**src/rtl/mem_access_if.sv**
```systemverilog
// Handshake and memory-port bundle between the MEM-stage pipeline, the load/store
// sequencer and the word-indexed data memory.
interface mem_access_if #(
   parameter int ADDR_W = 32
);
   logic              req_valid;
   logic              req_ready;
   logic [2:0]        req_op;
   logic [ADDR_W-1:0] req_addr;
   logic [31:0]       req_wdata;

   logic              resp_valid;
   logic              resp_ready;
   logic [31:0]       resp_data;
   logic              resp_err;

   logic [31:0]       mem_address;
   logic [31:0]       mem_data_in;
   logic [1:0]        mem_write;
   logic              mem_read;
   logic [31:0]       mem_data;

   modport master (
      output req_valid, req_op, req_addr, req_wdata, resp_ready, mem_data,
      input  req_ready, resp_valid, resp_data, resp_err,
             mem_address, mem_data_in, mem_write, mem_read
   );

   modport slave (
      input  req_valid, req_op, req_addr, req_wdata, resp_ready, mem_data,
      output req_ready, resp_valid, resp_data, resp_err,
             mem_address, mem_data_in, mem_write, mem_read
   );
endinterface

```
**src/rtl/mem_access_unit.sv**
```systemverilog
// Load/store sequencer in front of the word-indexed data memory; sub-word stores are read-modify-write.
// Optional misalignment trap: define MEM_ACCESS_MISALIGN_TRAP_EN.
//
// state | meaning
// IDLE  | ready to accept one request
// READ  | addressed word presented with mem_read, sampled at end of cycle
// WRITE | single-cycle full-word store (mem_write = 01)
// RESP  | load result or error held until writeback accepts it
module mem_access_unit #(
   parameter int ADDR_W         = 32,
   parameter int MEM_WORDS_LOG2 = 10
) (
   input logic         clk,
   input logic         reset_n,
   mem_access_if.slave bus
);

   localparam logic [2:0] OP_LW  = 3'b000;
   localparam logic [2:0] OP_LH  = 3'b001;
   localparam logic [2:0] OP_LHU = 3'b010;
   localparam logic [2:0] OP_LB  = 3'b011;
   localparam logic [2:0] OP_LBU = 3'b100;
   localparam logic [2:0] OP_SW  = 3'b101;
   localparam logic [2:0] OP_SH  = 3'b110;
   localparam logic [2:0] OP_SB  = 3'b111;

   typedef enum logic [1:0] {IDLE, READ, WRITE, RESP} state_t;

   state_t                    state;
   logic [2:0]                op_q;
   logic [1:0]                off_q;
   logic [15:0]               wdata_q;
   logic                      resp_valid_q;
   logic [31:0]               resp_data_q;
   logic [31:0]               mem_address_q;
   logic [31:0]               mem_data_in_q;
   logic [MEM_WORDS_LOG2-1:0] widx;
   logic                      unused_addr_hi;

   // Upper address bits are dropped so accesses wrap modulo the memory depth.
   assign widx           = bus.req_addr[MEM_WORDS_LOG2+1:2];
   assign unused_addr_hi = ^bus.req_addr[ADDR_W-1:MEM_WORDS_LOG2+2];

   function automatic logic [31:0] extract(input logic [2:0] op, input logic [1:0] off,
                                           input logic [31:0] w);
      logic [15:0] h;
      logic [31:0] sh;
      logic [7:0]  b;
      logic [31:0] r;
      h  = off[1] ? w[31:16] : w[15:0];
      sh = w >> {off, 3'b000};
      b  = sh[7:0];
      case (op)
         OP_LH:   r = {{16{h[15]}}, h};
         OP_LHU:  r = {16'h0000, h};
         OP_LB:   r = {{24{b[7]}}, b};
         OP_LBU:  r = {24'h000000, b};
         default: r = w;
      endcase
      return r;
   endfunction

   function automatic logic [31:0] merge(input logic [2:0] op, input logic [1:0] off,
                                         input logic [31:0] w, input logic [15:0] d);
      logic [31:0] r;
      r = w;
      if (op == OP_SH) begin
         if (off[1]) r[31:16] = d;
         else        r[15:0]  = d;
      end else begin
         case (off)
            2'd0:    r[7:0]   = d[7:0];
            2'd1:    r[15:8]  = d[7:0];
            2'd2:    r[23:16] = d[7:0];
            default: r[31:24] = d[7:0];
         endcase
      end
      return r;
   endfunction

`ifdef MEM_ACCESS_MISALIGN_TRAP_EN
   logic resp_err_q;

   function automatic logic misaligned(input logic [2:0] op, input logic [1:0] off);
      logic m;
      case (op)
         OP_LW, OP_SW:         m = (off != 2'b00);
         OP_LH, OP_LHU, OP_SH: m = off[0];
         default:              m = 1'b0;
      endcase
      return m;
   endfunction

   assign bus.resp_err = resp_err_q;
`else
   assign bus.resp_err = 1'b0;
`endif

   // Strobes are gated by reset so a WRITE cycle coincident with reset stays silent.
   assign bus.req_ready   = reset_n && (state == IDLE);
   assign bus.mem_read    = reset_n && (state == READ);
   assign bus.mem_write   = {1'b0, reset_n && (state == WRITE)};
   assign bus.mem_address = mem_address_q;
   assign bus.mem_data_in = mem_data_in_q;
   assign bus.resp_valid  = resp_valid_q;
   assign bus.resp_data   = resp_data_q;

   always_ff @(posedge clk) begin
      if (!reset_n) begin
         state         <= IDLE;
         op_q          <= OP_LW;
         off_q         <= 2'b00;
         wdata_q       <= 16'h0000;
         resp_valid_q  <= 1'b0;
         resp_data_q   <= 32'h0;
         mem_address_q <= 32'h0;
         mem_data_in_q <= 32'h0;
`ifdef MEM_ACCESS_MISALIGN_TRAP_EN
         resp_err_q    <= 1'b0;
`endif
      end else begin
         case (state)
            IDLE: begin
               if (bus.req_valid) begin
                  op_q    <= bus.req_op;
                  off_q   <= bus.req_addr[1:0];
                  wdata_q <= bus.req_wdata[15:0];
`ifdef MEM_ACCESS_MISALIGN_TRAP_EN
                  if (misaligned(bus.req_op, bus.req_addr[1:0])) begin
                     resp_valid_q <= 1'b1;
                     resp_data_q  <= 32'h0;
                     resp_err_q   <= 1'b1;
                     state        <= RESP;
                  end else
`endif
                  if (bus.req_op == OP_SW) begin
                     mem_address_q <= {{(32-MEM_WORDS_LOG2){1'b0}}, widx};
                     mem_data_in_q <= bus.req_wdata;
                     state         <= WRITE;
                  end else begin
                     mem_address_q <= {{(32-MEM_WORDS_LOG2){1'b0}}, widx};
                     state         <= READ;
                  end
               end
            end
            READ: begin
               if (op_q == OP_SH || op_q == OP_SB) begin
                  mem_data_in_q <= merge(op_q, off_q, bus.mem_data, wdata_q);
                  state         <= WRITE;
               end else begin
                  resp_data_q  <= extract(op_q, off_q, bus.mem_data);
                  resp_valid_q <= 1'b1;
`ifdef MEM_ACCESS_MISALIGN_TRAP_EN
                  resp_err_q   <= 1'b0;
`endif
                  state        <= RESP;
               end
            end
            WRITE: begin
               state <= IDLE;
            end
            RESP: begin
               if (bus.resp_ready) begin
                  resp_valid_q <= 1'b0;
`ifdef MEM_ACCESS_MISALIGN_TRAP_EN
                  resp_err_q   <= 1'b0;
`endif
                  state        <= IDLE;
               end
            end
            default: state <= IDLE;
         endcase
      end
   end

endmodule

```
**src/flat_wrapper.sv**
```systemverilog
// flat-port wrapper written by rule: the top's interface ports become plain ports
module mem_access_unit_flat 
#(
   parameter int ADDR_W         = 32,
   parameter int MEM_WORDS_LOG2 = 10
)
  (clk, reset_n, bus_req_valid, bus_req_op, bus_req_addr, bus_req_wdata, bus_resp_ready, bus_mem_data, bus_req_ready, bus_resp_valid, bus_resp_data, bus_resp_err, bus_mem_address, bus_mem_data_in, bus_mem_write, bus_mem_read);
  mem_access_if #(.ADDR_W(ADDR_W)) bus_i ();
  input logic clk;
  input logic reset_n;
  input wire logic [$bits(bus_i.req_valid)-1:0] bus_req_valid;
  input wire logic [$bits(bus_i.req_op)-1:0] bus_req_op;
  input wire logic [$bits(bus_i.req_addr)-1:0] bus_req_addr;
  input wire logic [$bits(bus_i.req_wdata)-1:0] bus_req_wdata;
  input wire logic [$bits(bus_i.resp_ready)-1:0] bus_resp_ready;
  input wire logic [$bits(bus_i.mem_data)-1:0] bus_mem_data;
  output wire logic [$bits(bus_i.req_ready)-1:0] bus_req_ready;
  output wire logic [$bits(bus_i.resp_valid)-1:0] bus_resp_valid;
  output wire logic [$bits(bus_i.resp_data)-1:0] bus_resp_data;
  output wire logic [$bits(bus_i.resp_err)-1:0] bus_resp_err;
  output wire logic [$bits(bus_i.mem_address)-1:0] bus_mem_address;
  output wire logic [$bits(bus_i.mem_data_in)-1:0] bus_mem_data_in;
  output wire logic [$bits(bus_i.mem_write)-1:0] bus_mem_write;
  output wire logic [$bits(bus_i.mem_read)-1:0] bus_mem_read;
  assign bus_i.req_valid = bus_req_valid;
  assign bus_i.req_op = bus_req_op;
  assign bus_i.req_addr = bus_req_addr;
  assign bus_i.req_wdata = bus_req_wdata;
  assign bus_i.resp_ready = bus_resp_ready;
  assign bus_i.mem_data = bus_mem_data;
  assign bus_req_ready = bus_i.req_ready;
  assign bus_resp_valid = bus_i.resp_valid;
  assign bus_resp_data = bus_i.resp_data;
  assign bus_resp_err = bus_i.resp_err;
  assign bus_mem_address = bus_i.mem_address;
  assign bus_mem_data_in = bus_i.mem_data_in;
  assign bus_mem_write = bus_i.mem_write;
  assign bus_mem_read = bus_i.mem_read;
  mem_access_unit #(.ADDR_W(ADDR_W), .MEM_WORDS_LOG2(MEM_WORDS_LOG2)) u_core (.clk(clk), .reset_n(reset_n), .bus(bus_i));
endmodule
```
**config.mk**
```make
export PLATFORM = sky130hd
export DESIGN_NAME = mem_access_unit_flat
export DESIGN_NICKNAME = d
export VERILOG_FILES = /design/src/rtl/mem_access_if.sv /design/src/rtl/mem_access_unit.sv /design/src/flat_wrapper.sv
export SDC_FILE = /design/constraint.sdc
export NUM_CORES = 1
export LEC_CHECK = 0
export ABC_AREA = 1
export CORE_MARGIN = 2
export CORE_UTILIZATION = 25
export CTS_CLUSTER_SIZE = 10
export DETAILED_ROUTE_END_ITERATION = 8
export HOLD_SLACK_MARGIN = 0.03
export PLACE_DENSITY_LB_ADDON = 0.3
export REMOVE_ABC_BUFFERS = 1
export SLEW_MARGIN = 20
export SYNTH_ARGS = -nofsm -noshare
export SYNTH_HDL_FRONTEND = slang
export SYNTH_SLANG_ARGS = --single-unit
```
**constraint.sdc**
```tcl
create_clock -name clk -period 1.8 [get_ports clk]
set_input_delay 0.18 -clock clk [delete_from_list [all_inputs] [get_ports clk]]
set_output_delay 0.18 -clock clk [all_outputs]
set_load 0.01 [all_outputs]
```
==> flow_metrics.env <==
export IMPL_cts_sink_count=98
export IMPL_pre_cts_ws_ns=-0.01073
export IMPL_ant_nets=0
export IMPL_rr_startpoint="u_core.off_q[0]"
export IMPL_synth_seq_cells=98
export IMPL_cp_slowest_cell="dfxtp_1"
export IMPL_routabilityCongestion=0.8548
export IMPL_worstSkewPairLatency_ns=0.36
export IMPL_hold_buffers=0
export IMPL_pin_count=205
export IMPL_die_w_um=160.8
export IMPL_synth_distinct_cells=24
export IMPL_cp_end_kind="flop"
export IMPL_clock_root_buffer="clkbuf_16"
export IMPL_cts_tree="yes"
export IMPL_path_cells="buf_4, nand2_1, nand2_1, nand3_1, nand3_1, nand3_1, nand2_1, inv_1"
export IMPL_clkSlewWorstSetupHoldPaths_ns=0.07
export IMPL_first_iter_violations=601
export IMPL_dp_hpwl_mm=17.22
export IMPL_via_per_inst=4.557
export IMPL_clock_path_buffers=2
export IMPL_wl_met2_mm=10.74
export IMPL_hold_path_depth=3
export IMPL_synth_area_um2=6148
export IMPL_yosys_warnings=0
export IMPL_hold_path_class="in -> reg"
export IMPL_p_leak_nw=3.908
export IMPL_fin_nets=1303
export IMPL_wl_met1_mm=10.83
export IMPL_power_total_mw=7.623
export IMPL_antenna_found_initial=0
export IMPL_finalWirelength_mm=23.44
export IMPL_routed_wl_met3_mm=1.482
export IMPL_drive_gt1_share_pct=7.552
export IMPL_syn_area_per_cell_um2=5.872
export IMPL_peakVddDrop_mv=0.4151
export IMPL_first_global_vias=6268
export IMPL_arrival_ns=1.91
export IMPL_r2r_setup_slack_ns=0.15
export IMPL_design_core_area_um2=24250
export IMPL_cap_violations=0
export IMPL_cts_buffers=9
export IMPL_yosysTopAreaCell="dfxtp_1"
export IMPL_period_minus_slack_ns=1.646
export IMPL_hold_viol=0
export IMPL_overflow=0
export IMPL_slowest_delay_ns=0.49
export IMPL_initial_core_util_pct=25.36
export IMPL_final_common_cell="nand2_1"
export IMPL_highest_signal_layer="met4"
export IMPL_setup_violations=0
export IMPL_placementRows=57
export IMPL_dr_pass1_iters=6
export IMPL_skew_ns=0.01354
export IMPL_crit_path_start="u_core.off_q[0]"
export IMPL_fin_ws_ns=0.1541
export IMPL_critPathRequiredTime_ns=2.07
export IMPL_r2r_cells=8
export IMPL_post_route_period_util_pct=91.44
export IMPL_grt_start_max_net_pins=64
export IMPL_synthTopCellsByArea="dfxtp_1 (32%), nand2_1 (18%), nand3_1 (10%)"
export IMPL_synth_top_area_share_pct=31.91
export IMPL_hold_start="bus_req_addr[5]"
export IMPL_slew_headroom_pct=54.63
export IMPL_syn2layout_area_growth_pct=38.42
export IMPL_status="finished clean"
export IMPL_r2r_end="u_core.bus.mem_data_in[12]"
export IMPL_cp_max_fo=8
export IMPL_max_freq_ghz=0.6076
export IMPL_final_cell_mix="nand2_1 (303), clkdlybuf4s50_1 (156), nand3_1 (127)"
export IMPL_drv_slew=0
export IMPL_cp_start_kind="flop"
export IMPL_port_buffers=160
export IMPL_crit_type="reg -> reg"
export IMPL_wl_per_cell_um=15.33
export IMPL_vias=6967
export IMPL_die_h_um=160.8
export IMPL_antenna_cells=0
export IMPL_yosysSeqAreaShare_pct=31.91
export IMPL_power_density_nw_per_um2=895.7
export IMPL_cts_setup_buffers=0
export IMPL_syn_inst=1047
export IMPL_worstMarginPinSlew_ns=0.6806
export IMPL_whs_ns=0.4064
export IMPL_htree_levels=3
export IMPL_grt_pass1_wl_mm=35.98
export IMPL_grt_use_total_pct=17.83
export IMPL_rsz0062_at_grt="no"
export IMPL_remaining_drc_errors=0
export IMPL_hold_end="u_core.bus.mem_address[3]"
export IMPL_die_area_um2=25860
## cell type report
class,count,area [um2]
timing repair buffer,209,2027
clock inverter,6,90.09
clock buffer,10,229.0
multi-input combinational,764,3352
fill,2684,15740
tap,324,405.4
inverter,118,442.9
sequential,98,1964
## cells by family (layout without fill, tap and decap cells)
logic type	count (synthesis)	after routing	synth area share (%)
other	1	24	0.06099
buffers and inverters	208	343	15.10
AO/OA/AOI/OAI	180	180	14.96
AND/OR/NAND/NOR	560	560	37.97
flip-flops	98	98	31.91
## layer usage
| layer | vias to the layer above | global-route usage [%] |
|---|---|---|
| li1 | 3574 | - |
| met1 | 3141 | 23.72 |
| met2 | 223 | 29.21 |
| met3 | 29 | 3.951 |
| met4 | 0 | 4.748 |
| met5 | - | 0 |
## worst max path at each step
stage,end
after global placement,u_core.bus.mem_data_in[28]
final,u_core.bus.mem_data_in[12]
after detailed placement,u_core.bus.mem_data_in[28]
after floorplan,u_core.bus.mem_data_in[10]
after global routing,u_core.bus.resp_data[23]
after CTS,bus_mem_write[0]
## report_power, final
group / internal [mW] / switching, mW / leakage [nW]
registers: 2.46 / 0.192 / 0.808
logic: 1.22 / 1.59 / 2.95
clock network: 1.23 / 0.937 / 0.153
## cell usage after synthesis
library cell  instances
nand2_1             303
nand3_1             127
o21ai_0             123
inv_1               110
nor2_1              105
dfxtp_1              98
a21oi_1              53
buf_2                31
buf_4                29
clkbuf_1             25
nand4_1               9
or2_2                 9
inv_2                 7
buf_1                 5
nand2_2               2
nand3_2               2
o211ai_1              2
a211oi_1              1
clkinv_1              1
conb_1                1
nor2_2                1
nor2_4                1
nor3_1                1
o21ai_4               1
## critical path: cells and delay by family (launching register included)
kind,cells,cell delay [ns]
flops,1,0.49
simple gates,6,0.79
buf+inv,2,0.27
## flip-flops by register name (all words and copies together) (netlist names)
signal	count
u_core.bus.resp_data	32
u_core.off_q	2
u_core.op_q	3
u_core.bus.resp_valid	1
u_core.bus.mem_data_in	32
u_core.state	2
u_core.bus.mem_address	10
u_core.wdata_q	16
## stage by stage
step / cells / area [um2] / TNS, ns / utilization [%]
2_1_floorplan: 980 / 5749 / -95.52 / -
3_3_place_gp: 1513 / 8183 / 0 / 33.75
3_5_place_dp: 1513 / 8183 / -0.07409 / 33.75
4_1_cts: 1529 / 8506 / 0 / 35.08
5_1_grt: 1529 / 8511 / 0 / 35.10
6_report: 1529 / 8511 / 0 / 35.10
## what timing repair did
| action | 4_1_cts | 5_1_grt |
|---|---|---|
| endpoints found under the setup margin | 2 | 2 |
| resized for setup | 4 | 2 |
| endpoints found under the hold margin | 0 | 0 |
No activity file was read; power rests on OpenSTA's default activity.
